--- src/rtl/core_pipe_pkg.sv ---
// rtl/core_pipe_pkg.sv - shared pipeline types, widths and the instruction length rule
package core_pipe_pkg;

    localparam int HW_W = 16;
    localparam int XLEN = 32;

    typedef struct packed {
        logic            err;
        logic [HW_W-1:0] data;
    } hw_entry_t;

    // Low two bits 2'b11 mark a 32-bit instruction; everything else is 16-bit.
    function automatic logic instr_is_32(input logic [HW_W-1:0] hw);
        return hw[1:0] == 2'b11;
    endfunction

endpackage

--- src/rtl/core_pipe_fetch_buffer.sv ---
// rtl/core_pipe_fetch_buffer.sv - halfword realignment buffer between fetch and decode
module core_pipe_fetch_buffer
    import core_pipe_pkg::*;
#(
    parameter int             DEPTH_HW = 4,
    parameter logic [XLEN-1:0] PC_RESET = 32'h0000_0000
) (
    input  logic            g_clk,
    input  logic            g_reset,
    input  logic            f_flush,
    input  logic [XLEN-1:0] f_flush_pc,
    input  logic            f_in_valid,
    output logic            f_in_ready,
    input  logic [XLEN-1:0] f_in_data,
    input  logic            f_in_error,
    output logic            d_valid,
    input  logic            d_ready,
    output logic [XLEN-1:0] d_instr,
    output logic            d_size,
    output logic            d_error,
    output logic [XLEN-1:0] d_pc
);

    localparam int CW = $clog2(DEPTH_HW + 1);

    hw_entry_t [DEPTH_HW-1:0] buf_q;
    hw_entry_t [DEPTH_HW-1:0] buf_n;
    hw_entry_t [DEPTH_HW+1:0] ext;
    logic [CW-1:0]            count;
    logic [CW-1:0]            count_n;
    logic [CW-1:0]            base;
    logic                     drop_hw;
    logic [XLEN-1:0]          pc;
    logic                     head_32;
    logic                     push;
    logic [1:0]               pop_n;
    logic [1:0]               push_n;

    // An errored head halfword is always emitted alone, whatever its length bits say.
    assign head_32    = instr_is_32(buf_q[0].data) && !buf_q[0].err;
    assign d_valid    = (count >= CW'(1)) && (!head_32 || count >= CW'(2));
    assign d_size     = d_valid && head_32;
    assign d_error    = d_valid && (buf_q[0].err || (head_32 && buf_q[1].err));
    assign d_instr    = !d_valid ? '0 :
                        head_32  ? {buf_q[1].data, buf_q[0].data} :
                                   {{(XLEN-HW_W){1'b0}}, buf_q[0].data};
    assign d_pc       = pc;
    assign f_in_ready = count <= CW'(DEPTH_HW - 2);

    assign push   = f_in_valid && f_in_ready;
    assign pop_n  = (d_valid && d_ready) ? (head_32 ? 2'd2 : 2'd1) : 2'd0;
    assign push_n = push ? (drop_hw ? 2'd1 : 2'd2) : 2'd0;
    assign base   = count - CW'(pop_n);

    always_comb begin
        count_n = base + CW'(push_n);
        ext     = '0;
        ext[DEPTH_HW-1:0] = buf_q;
        for (int i = 0; i < DEPTH_HW; i++) begin
            case (pop_n)
                2'd1:    buf_n[i] = ext[i+1];
                2'd2:    buf_n[i] = ext[i+2];
                default: buf_n[i] = buf_q[i];
            endcase
            // New halfwords land just above whatever survives this cycle's pop.
            if (push && drop_hw && i == int'(base)) begin
                buf_n[i] = '{err: f_in_error, data: f_in_data[31:16]};
            end else if (push && !drop_hw && i == int'(base)) begin
                buf_n[i] = '{err: f_in_error, data: f_in_data[15:0]};
            end else if (push && !drop_hw && i == int'(base) + 1) begin
                buf_n[i] = '{err: f_in_error, data: f_in_data[31:16]};
            end
        end
    end

    always_ff @(posedge g_clk) begin
        if (g_reset) begin
            buf_q   <= '0;
            count   <= '0;
            drop_hw <= 1'b0;
            pc      <= PC_RESET;
        end else if (f_flush) begin
            count   <= '0;
            drop_hw <= f_flush_pc[1];
            pc      <= f_flush_pc & ~XLEN'(1);
        end else begin
            buf_q <= buf_n;
            count <= count_n;
            pc    <= pc + XLEN'({pop_n, 1'b0});
            if (push) begin
                drop_hw <= 1'b0;
            end
        end
    end

endmodule

--- config.mk ---
export PLATFORM = sky130hd
export DESIGN_NAME = core_pipe_fetch_buffer
export DESIGN_NICKNAME = d
export VERILOG_FILES = /design/src/rtl/core_pipe_pkg.sv /design/src/rtl/core_pipe_fetch_buffer.sv
export SDC_FILE = /design/constraint.sdc
export NUM_CORES = 1
export LEC_CHECK = 0
export BUFFER_PORTS_ARGS = -buffer_cell sky130_fd_sc_hd__buf_2
export CAP_MARGIN = 40
export CORE_ASPECT_RATIO = 1.25
export CORE_MARGIN = 4
export CORE_UTILIZATION = 35
export CTS_CLUSTER_SIZE = 16
export DETAILED_ROUTE_END_ITERATION = 10
export PLACE_DENSITY = 0.56
export SLEW_MARGIN = 20
export SYNTH_ARGS = -nofsm -noshare
export SYNTH_HDL_FRONTEND = slang
export SYNTH_SLANG_ARGS = --single-unit
--- constraint.sdc ---
create_clock -name g_clk -period 9.25 [get_ports g_clk]
set_input_delay 1.3875 -clock g_clk [delete_from_list [all_inputs] [get_ports g_clk]]
set_output_delay 1.3875 -clock g_clk [all_outputs]
set_load 0.01 [all_outputs]
**Word-level counts from Yosys, hierarchy flattened**

Index checks and enable logic that the tools add are counted.

- Add/sub/neg operators: 4
- Mux-type cells: 25
- Order comparisons: 3
- Reductions and logical operators: 39
- Bitwise operators: 1
- Eq/ne operators: 9

Operator list:

| kind | count |
|---|---|
| 17-bit 2-to-1 mux | 13 |
| 17-bit one-hot mux with 2 select lines | 3 |
| 32-bit 2-to-1 mux | 3 |
| 32-bit by 3-bit adder with 32-bit output | 1 |
| 2-bit by 32-bit == test with 1-bit output (first input constant) | 1 |
| 3-bit by 32-bit == test with 1-bit output (first input constant) | 1 |
| 32-bit zero test | 1 |
| 1-bit logical AND | 21 |
| 5-bit nonzero test | 3 |
| 2-bit 2-to-1 mux | 4 |
| 2-bit AND reduction | 4 |
| 3-bit == test (first input constant) | 2 |
| 3-bit by 1-bit adder with 4-bit output (second input constant) | 1 |
| 2-bit == test (second input constant) | 2 |
| 2-bit by 4-bit == test with 1-bit output (first input constant) | 1 |
| 4-bit nonzero test | 1 |
| 2-bit OR reduction | 2 |
| 3-bit by 2-bit adder with 3-bit output | 1 |
| 2-bit by 3-bit == test with 1-bit output (first input constant) | 1 |
| 3-bit by 1-bit greater-or-equal comparator with 1-bit output (second input constant) | 1 |
| 3-bit by 2-bit greater-or-equal comparator with 1-bit output (second input constant) | 1 |
| 3-bit by 2-bit <= comparator with 1-bit output (second input constant) | 1 |
| 1-bit zero test | 3 |
| 3-bit zero test | 1 |
| 6 further kinds | 8 |

- Output and inout bits: 68
- Word-level logic and storage cells: 93
- Register bits: 104
- Input port bits: 70

**Logic depth before layout (Yosys ltp)**

Gate-level depths: netlist of the first run.

- Word-level depth: 14
- Gate-level depth with buffers: 16
- Depth with buffers taken out: 12

**Worst setup path after synthesis of the first run**

OpenSTA, ideal clock, no wires.

- Path type: input-to-reg
- From: in d_ready
- To: reg buf_q[44] in the netlist's numbering
- Setup time: 0.132 ns
- Required time: 9.118 ns
- Slack: 5.347 ns
- Stages: 11
- Buffers on the path: 3
- Arrival: 3.771 ns
- Cells stage by stage: o21a_1 > nand2_1 > buf_2 > fa_1 > or3_4 > a2111oi_4 > buf_6 > a21oi_4 > clkbuf_2 > o21ai_0 > a21oi_1

- Longest elaborated chain between the ends: 9
- Elaborated cells between the ends (all ways): 17
- Classes of those cells: add/sub (2); eq/ne (4); mux (5); reduce/logical (6)

Ends and longest elaborated chain:

| item | line | RTL |
|---|---|---|
| start: declaration | core_pipe_fetch_buffer.sv:17 | `input logic d_ready,` |
| 1-bit logical AND (*) | core_pipe_fetch_buffer.sv:51 | `assign pop_n = (d_valid && d_ready) ? (head_32 ? 2'd2 : 2'd1) : 2'd0;` |
| 2-bit 2-to-1 mux (*) | core_pipe_fetch_buffer.sv:51 |  |
| 3-bit by 2-bit subtractor with 3-bit output | core_pipe_fetch_buffer.sv:53 | `assign base = count - CW'(pop_n);` |
| 3-bit by 1-bit adder with 4-bit output | core_pipe_fetch_buffer.sv:70 | `end else if (push && !drop_hw && i == int'(base) + 1) begin` |
| 3-bit by 32-bit == test with 1-bit output | core_pipe_fetch_buffer.sv:70 |  |
| 1-bit logical AND | core_pipe_fetch_buffer.sv:70 |  |
| 17-bit 2-to-1 mux | core_pipe_fetch_buffer.sv:70 |  |
| 17-bit 2-to-1 mux | core_pipe_fetch_buffer.sv:68 | `end else if (push && !drop_hw && i == int'(base)) begin` |
| 17-bit 2-to-1 mux | core_pipe_fetch_buffer.sv:66 | `if (push && drop_hw && i == int'(base)) begin` |
| end signal: assignment | core_pipe_fetch_buffer.sv:87 | `buf_q <= buf_n;` |
| end: declaration | core_pipe_fetch_buffer.sv:26 | `hw_entry_t [DEPTH_HW-1:0] buf_q;` |

Every way passes the cells marked *; elsewhere a longest branch is shown, timed or not.
A chain may end at the register's enable or synchronous reset.

**Worst setup path in the final report of the first run**

- From: in d_ready
- To: reg buf_q[7] in the netlist's numbering

- Longest elaborated chain between the ends: 9
- Elaborated cells between the ends (all ways): 17
- Classes of those cells: add/sub (2); eq/ne (2); mux (5); reduce/logical (8)

Ends and longest elaborated chain:

| item | line |
|---|---|
| 1-bit logical AND (*) | core_pipe_fetch_buffer.sv:51 |
| 2-bit 2-to-1 mux (*) | core_pipe_fetch_buffer.sv:51 |
| 3-bit by 2-bit subtractor with 3-bit output | core_pipe_fetch_buffer.sv:53 |
| 3-bit by 1-bit adder with 4-bit output | core_pipe_fetch_buffer.sv:70 |
| 32-bit zero test | core_pipe_fetch_buffer.sv:70 |
| 1-bit logical AND | core_pipe_fetch_buffer.sv:70 |
| 17-bit 2-to-1 mux | core_pipe_fetch_buffer.sv:70 |
| 17-bit 2-to-1 mux | core_pipe_fetch_buffer.sv:68 |
| 17-bit 2-to-1 mux | core_pipe_fetch_buffer.sv:66 |

Marked as above.

==> metrics.txt, run 1 <==
run status completed; Seq/Total Area, Yosys between 30% and 40%; Crit path required time 9.56 ns; pin count of the biggest net entering global routing 70; clock tree buffer depth 2; total track usage 21.9%; clock slew at reported path FFs roughly 0.09 ns; Cell Rows 57; crit path max fanout 43; Netlist Area Pre-Place 6860 um^2; layout net count 1061; setup bufs post-CTS 0; fin cells 1254; post-CTS sizing 0; Post-Syn Nets 966; syn_area_per_cell just under 8 um^2; IO buf count 135; Residual DRC 0; Setup Viol. Count Final 0; Diodes inserted 0; hold slack 0.459 ns; H-Tree Depth 3; final WL between 20000 and 25000 um; first-pass GRT wire length roughly 38000 um; pwr dens between 150 and 200 nW/um^2; Core Region about 19000 um^2; worst skew pair latency 0.37 ns; CP startpoint d_ready; antenna viol nets, final 0; FF-to-FF Start buf_q[0]; HPWL Detailed 16200 um; layout cells sized above 1 21.2%; dpl cells 1238; start point of the worst hold path buf_q[14]; Final Skew 0.0133 ns; commonest non-fill, non-tap cell in the layout buf_2; worst vdd ir 0.0997 mV; hold bufs inserted after CTS 0; Util after Layout 41.9%; ys flop type dfxtp_1; setup_tns 0 ns; Area after DPL a little under 8000 um^2; final period utilization about half; vias in the first global route 6636; Clock Tree Root clkbuf_16; count of boundary I/O pins 138; drt wl/cell 19.7 um; CP endpoint kind flip-flop; synthesized flop and latch total 103; Worst Max-Slew Pin Slew 0.868 ns; multi-input gate area in the final layout about 4400 um^2; Tmin final 4.80 ns; synth warn 0; Leakage Power 3.26 nW; Placer Congestion 0.788; Peak Freq 0.208 GHz; CTS tree built; initial antenna violation count 1; Cell variety after synth 55; Num CTS Buffers 9; most frequent cells in the layout 136 x buf_2, 115 x nand2_1, 103 x dfxtp_1; # clock sinks about 100; DR vias 7028; Syn Inst Count 889; Reg area 2060 um^2; Slew headroom 42.1%; Die Height 165 um; Final Cell Area 8100 um^2; 1st-pass router iterations 5; Filler cells slightly above 2000; via-per-instance ratio about 5.6; Die W 133 um; area grow syn2layout 18.0%; crit start category input port; asr flop ratio synth 0%; initial core utilization around 36%; initial drt markers 525; arrival time at the worst endpoint 5.11 ns; RSZ-0062 raised after global routing false; Final Max Slew Viols 0; number of flops mapped to enable cells by yosys 0; Final Hold Viols 0; die area 21900 um^2; WS Path Type in2reg; max-cap violation count 0; grt total ovfl 0; Hold WC Path Type reg2reg
## worst paths after layout
check / end / slack [ns] / depth (start not counted)
hold / removal: buf_q[14] / 0.46 / 2
setup / recovery: buf_q[7] / 4.45 / 14
setup reg to reg: buf_q[7] / 4.74 / 15
hold reg to reg: buf_q[14] / 0.46 / 2
## cell usage after synthesis, drive strengths merged, types with 25 or more instances
cell	instances	area (um^2)
nand2	115	432
dfxtp	103	2060
a21oi	96	503
o21ai	64	324
clkbuf	51	193
nor2	51	194
mux2i	43	430
and2	40	250
nor3b	35	263
a211oi	33	248
buf	26	156
xor2	25	219
## routing by layer
layer	global-route usage (%)	wire, um	vias to the layer above
li1	-	-	3380
met1	27.0	10500	3336
met2	38.1	11900	260
met3	3.38	1430	50
met4	9.73	877	2
met5	0	14	-
## cells by family after synthesis
| kind of cell | count (synthesis) | synth area share [%] |
|---|---|---|
| flops | 103 | 30.0 |
| xor+xnor | 31 | 3.96 |
| other cells | 1 | 0.0546 |
| buf+inv | 89 | 5.74 |
| compound gates | 261 | 24.2 |
| simple gates | 338 | 25.5 |
| mux | 59 | 8.90 |
| fa+ha+maj | 7 | 1.60 |
## metrics by stage
stage | power, mW | worst slack, ns
floorplan | 0.813 | 5.35
global placement | 0.954 | 4.03
detailed placement | 0.973 | 4.09
CTS | 1.38 | 4.49
global route | 1.44 | 4.23
finish | 1.37 | 4.45
## state kept, by name (all words and copies together) (netlist names)
| name | count |
|---|---|
| buf_q | 68 |
| count | 3 |
| d_pc | 31 |
| drop_hw | 1 |
## cell type report
class,count,share of cell area [%]
repair buffers,161,11.5
flip-flops and latches,103,25.5
well taps,265,4.09
clock buffers,9,2.78
clock inverters,7,1.13
multi-input cells,697,54.5
inverters,12,0.556
## worst max-delay path, cell delays in order
cell,delay [ns]
buf_2,0.16
nand2_1,0.14
nor2_1,0.23
ha_2,0.22
inv_1,0.05
fa_1,0.42
buf_4,0.29
nor2b_1,0.18
nand4_2,0.50
buf_4,0.43
o21a_1,0.38
buf_6,0.24
a311o_1,0.32
a21oi_1,0.13
## report_power, final
| group | leakage, nW | switching [mW] | internal, mW |
|---|---|---|---|
| clock network | 0.152 | 0.208 | 0.195 |
| logic | 2.27 | 0.292 | 0.162 |
| registers | 0.842 | 0.0323 | 0.481 |
| total | 3.26 | 0.533 | 0.838 |
No activity file was read; power rests on OpenSTA's default activity.
==> inputs of run 2 (changes only) <==
Clock period 9.25 ns to 4.7 ns, I/O delays scaled along.
==> run 2 against run 1 <==
Effect of this change:
- die area unchanged
- non-clock buffer count up 3
- register-to-register slack worse by 4.0 ns
- sequential share of layout area up 0.15 points
- critical endpoint is now buf_q[50]
- largest cell class unchanged
==> metrics.txt, run 2 (synthesis results as in run 1) <==
initial drt markers 348; Crit path required time 4.92 ns; vias in the first global route 6559; clock slew at reported path FFs 0.08 ns; Final Max Slew Viols 0; final period utilization a little over four fifths; met1 GRT Util 27.6%; pwr dens roughly 330 nW/um^2; DR vias 6986; Util after Layout a little over two fifths; max reg flops between 60 and 70; crit path max fanout 19; grt total ovfl 0; Num CTS Buffers 9; die area 21900 um^2; Diodes inserted 0; GR Util met2 37.2%; Residual DRC 0; Setup Slack @ Placement approximately 0.74 ns; Die W 133 um; RSZ-0062 raised after global routing false; hold bufs inserted after CTS 0; most frequent cells in the layout 135 x buf_2, 115 x nand2_1, 103 x dfxtp_1; layout cells sized above 1 between 20% and 30%; WS Path Type reg2reg; setup_tns 0 ns; pin count of the biggest net entering global routing 70; layout net count 1064; Tmin final 3.91 ns; 1st-pass router iterations 5; area grow syn2layout 17.3%; Clock Tree Root clkbuf_16; crit start category flip-flop; first-pass GRT wire length between 30000 and 40000 um; Setup Viol. Count Final 0; Cell Rows 57; initial antenna violation count 2; # clock sinks 103; drt wl/cell 19.7 um; via-per-instance ratio about 5.6; antenna viol nets, final 0; final WL 24800 um; HPWL Detailed 16400 um; commonest non-fill, non-tap cell in the layout buf_2; Peak Freq 0.255 GHz; run status completed; post-CTS sizing 0; total track usage 21.9%; IO buf count roughly 140; setup bufs post-CTS 0; arrival time at the worst endpoint 4.14 ns; CP endpoint kind flip-flop; fin cells roughly 1300; hold slack between 0.4 and 0.5 ns; dpl cells 1241; busiest layer in global routing met2; Die Height 165 um; clock tree buffer depth 2; Total Power 2.69 mW; Leakage Power 3.25 nW; Reg with most FFs buf_q; met3 usage 4.14%; Final Cell Area 8050 um^2; worst skew pair latency 0.37 ns; Core Region 19300 um^2; Hold WC Path Type reg2reg; Area after DPL 7750 um^2; Final Skew 0.00874 ns; count of boundary I/O pins 138; H-Tree Depth 3; CTS tree built; Slew headroom 42.3%; initial core utilization 35.5%; Placer Congestion 0.826; max-cap violation count 0; worst vdd ir 0.178 mV; Worst Max-Slew Pin Slew 0.861 ns; Final Hold Viols 0; Filler cells 2030; setup ws final 0.785 ns
-- run 2: area by class of cell --
cell class / count / area (um^2) / share of cell area, %
multi-input combinational: 697 / 4410 / 54.8
sequential: 103 / 2060 / 25.6
timing repair buffer: 164 / 901 / 11.2
tap: 265 / 332 / 4.12
clock buffer: 9 / 225 / 2.80
clock inverter: 7 / 77.6 / 0.963
inverter: 12 / 45.0 / 0.559
-- run 2: final timing paths --
| kind | end | depth (start not counted) | slack [ns] | start |
|---|---|---|---|---|
| worst max-delay path | buf_q[50] | 13 | 0.79 | buf_q[16] |
| worst min-delay path | buf_q[14] | 2 | 0.46 | buf_q[14] |
| worst max register to register | buf_q[50] | 13 | 0.79 | buf_q[16] |
| worst min register to register | buf_q[14] | 2 | 0.46 | buf_q[14] |
-- run 2: metal layers --
metal / up-vias / share of wire [%] / wire length [um]
met5: - / 0.11 / 26
met4: 4 / 2.9 / 709
met3: 49 / 6.7 / 1650
met2: 256 / 48 / 11900
met1: 3294 / 42 / 10400
li1: 3383 / - / -
-- run 2: power breakdown --
part / total [mW] / internal (mW) / switching (mW)
registers: 1.01 / 0.946 / 0.0630
logic: 0.888 / 0.320 / 0.568
clock network: 0.788 / 0.378 / 0.410
-- run 2: worst max-delay path: stages, from the launching register on --
cell and delay, ns:
dfxtp_1 0.37, and3b_1 0.29, o21ai_1 0.19, nand2_1 0.13
nor2_1 0.19, ha_2 0.20, inv_1 0.04, fa_1 0.58
or3_4 0.41, a2111oi_4 0.39, buf_4 0.38, a21oi_4 0.18
a2111oi_4 0.36, nor3_1 0.07
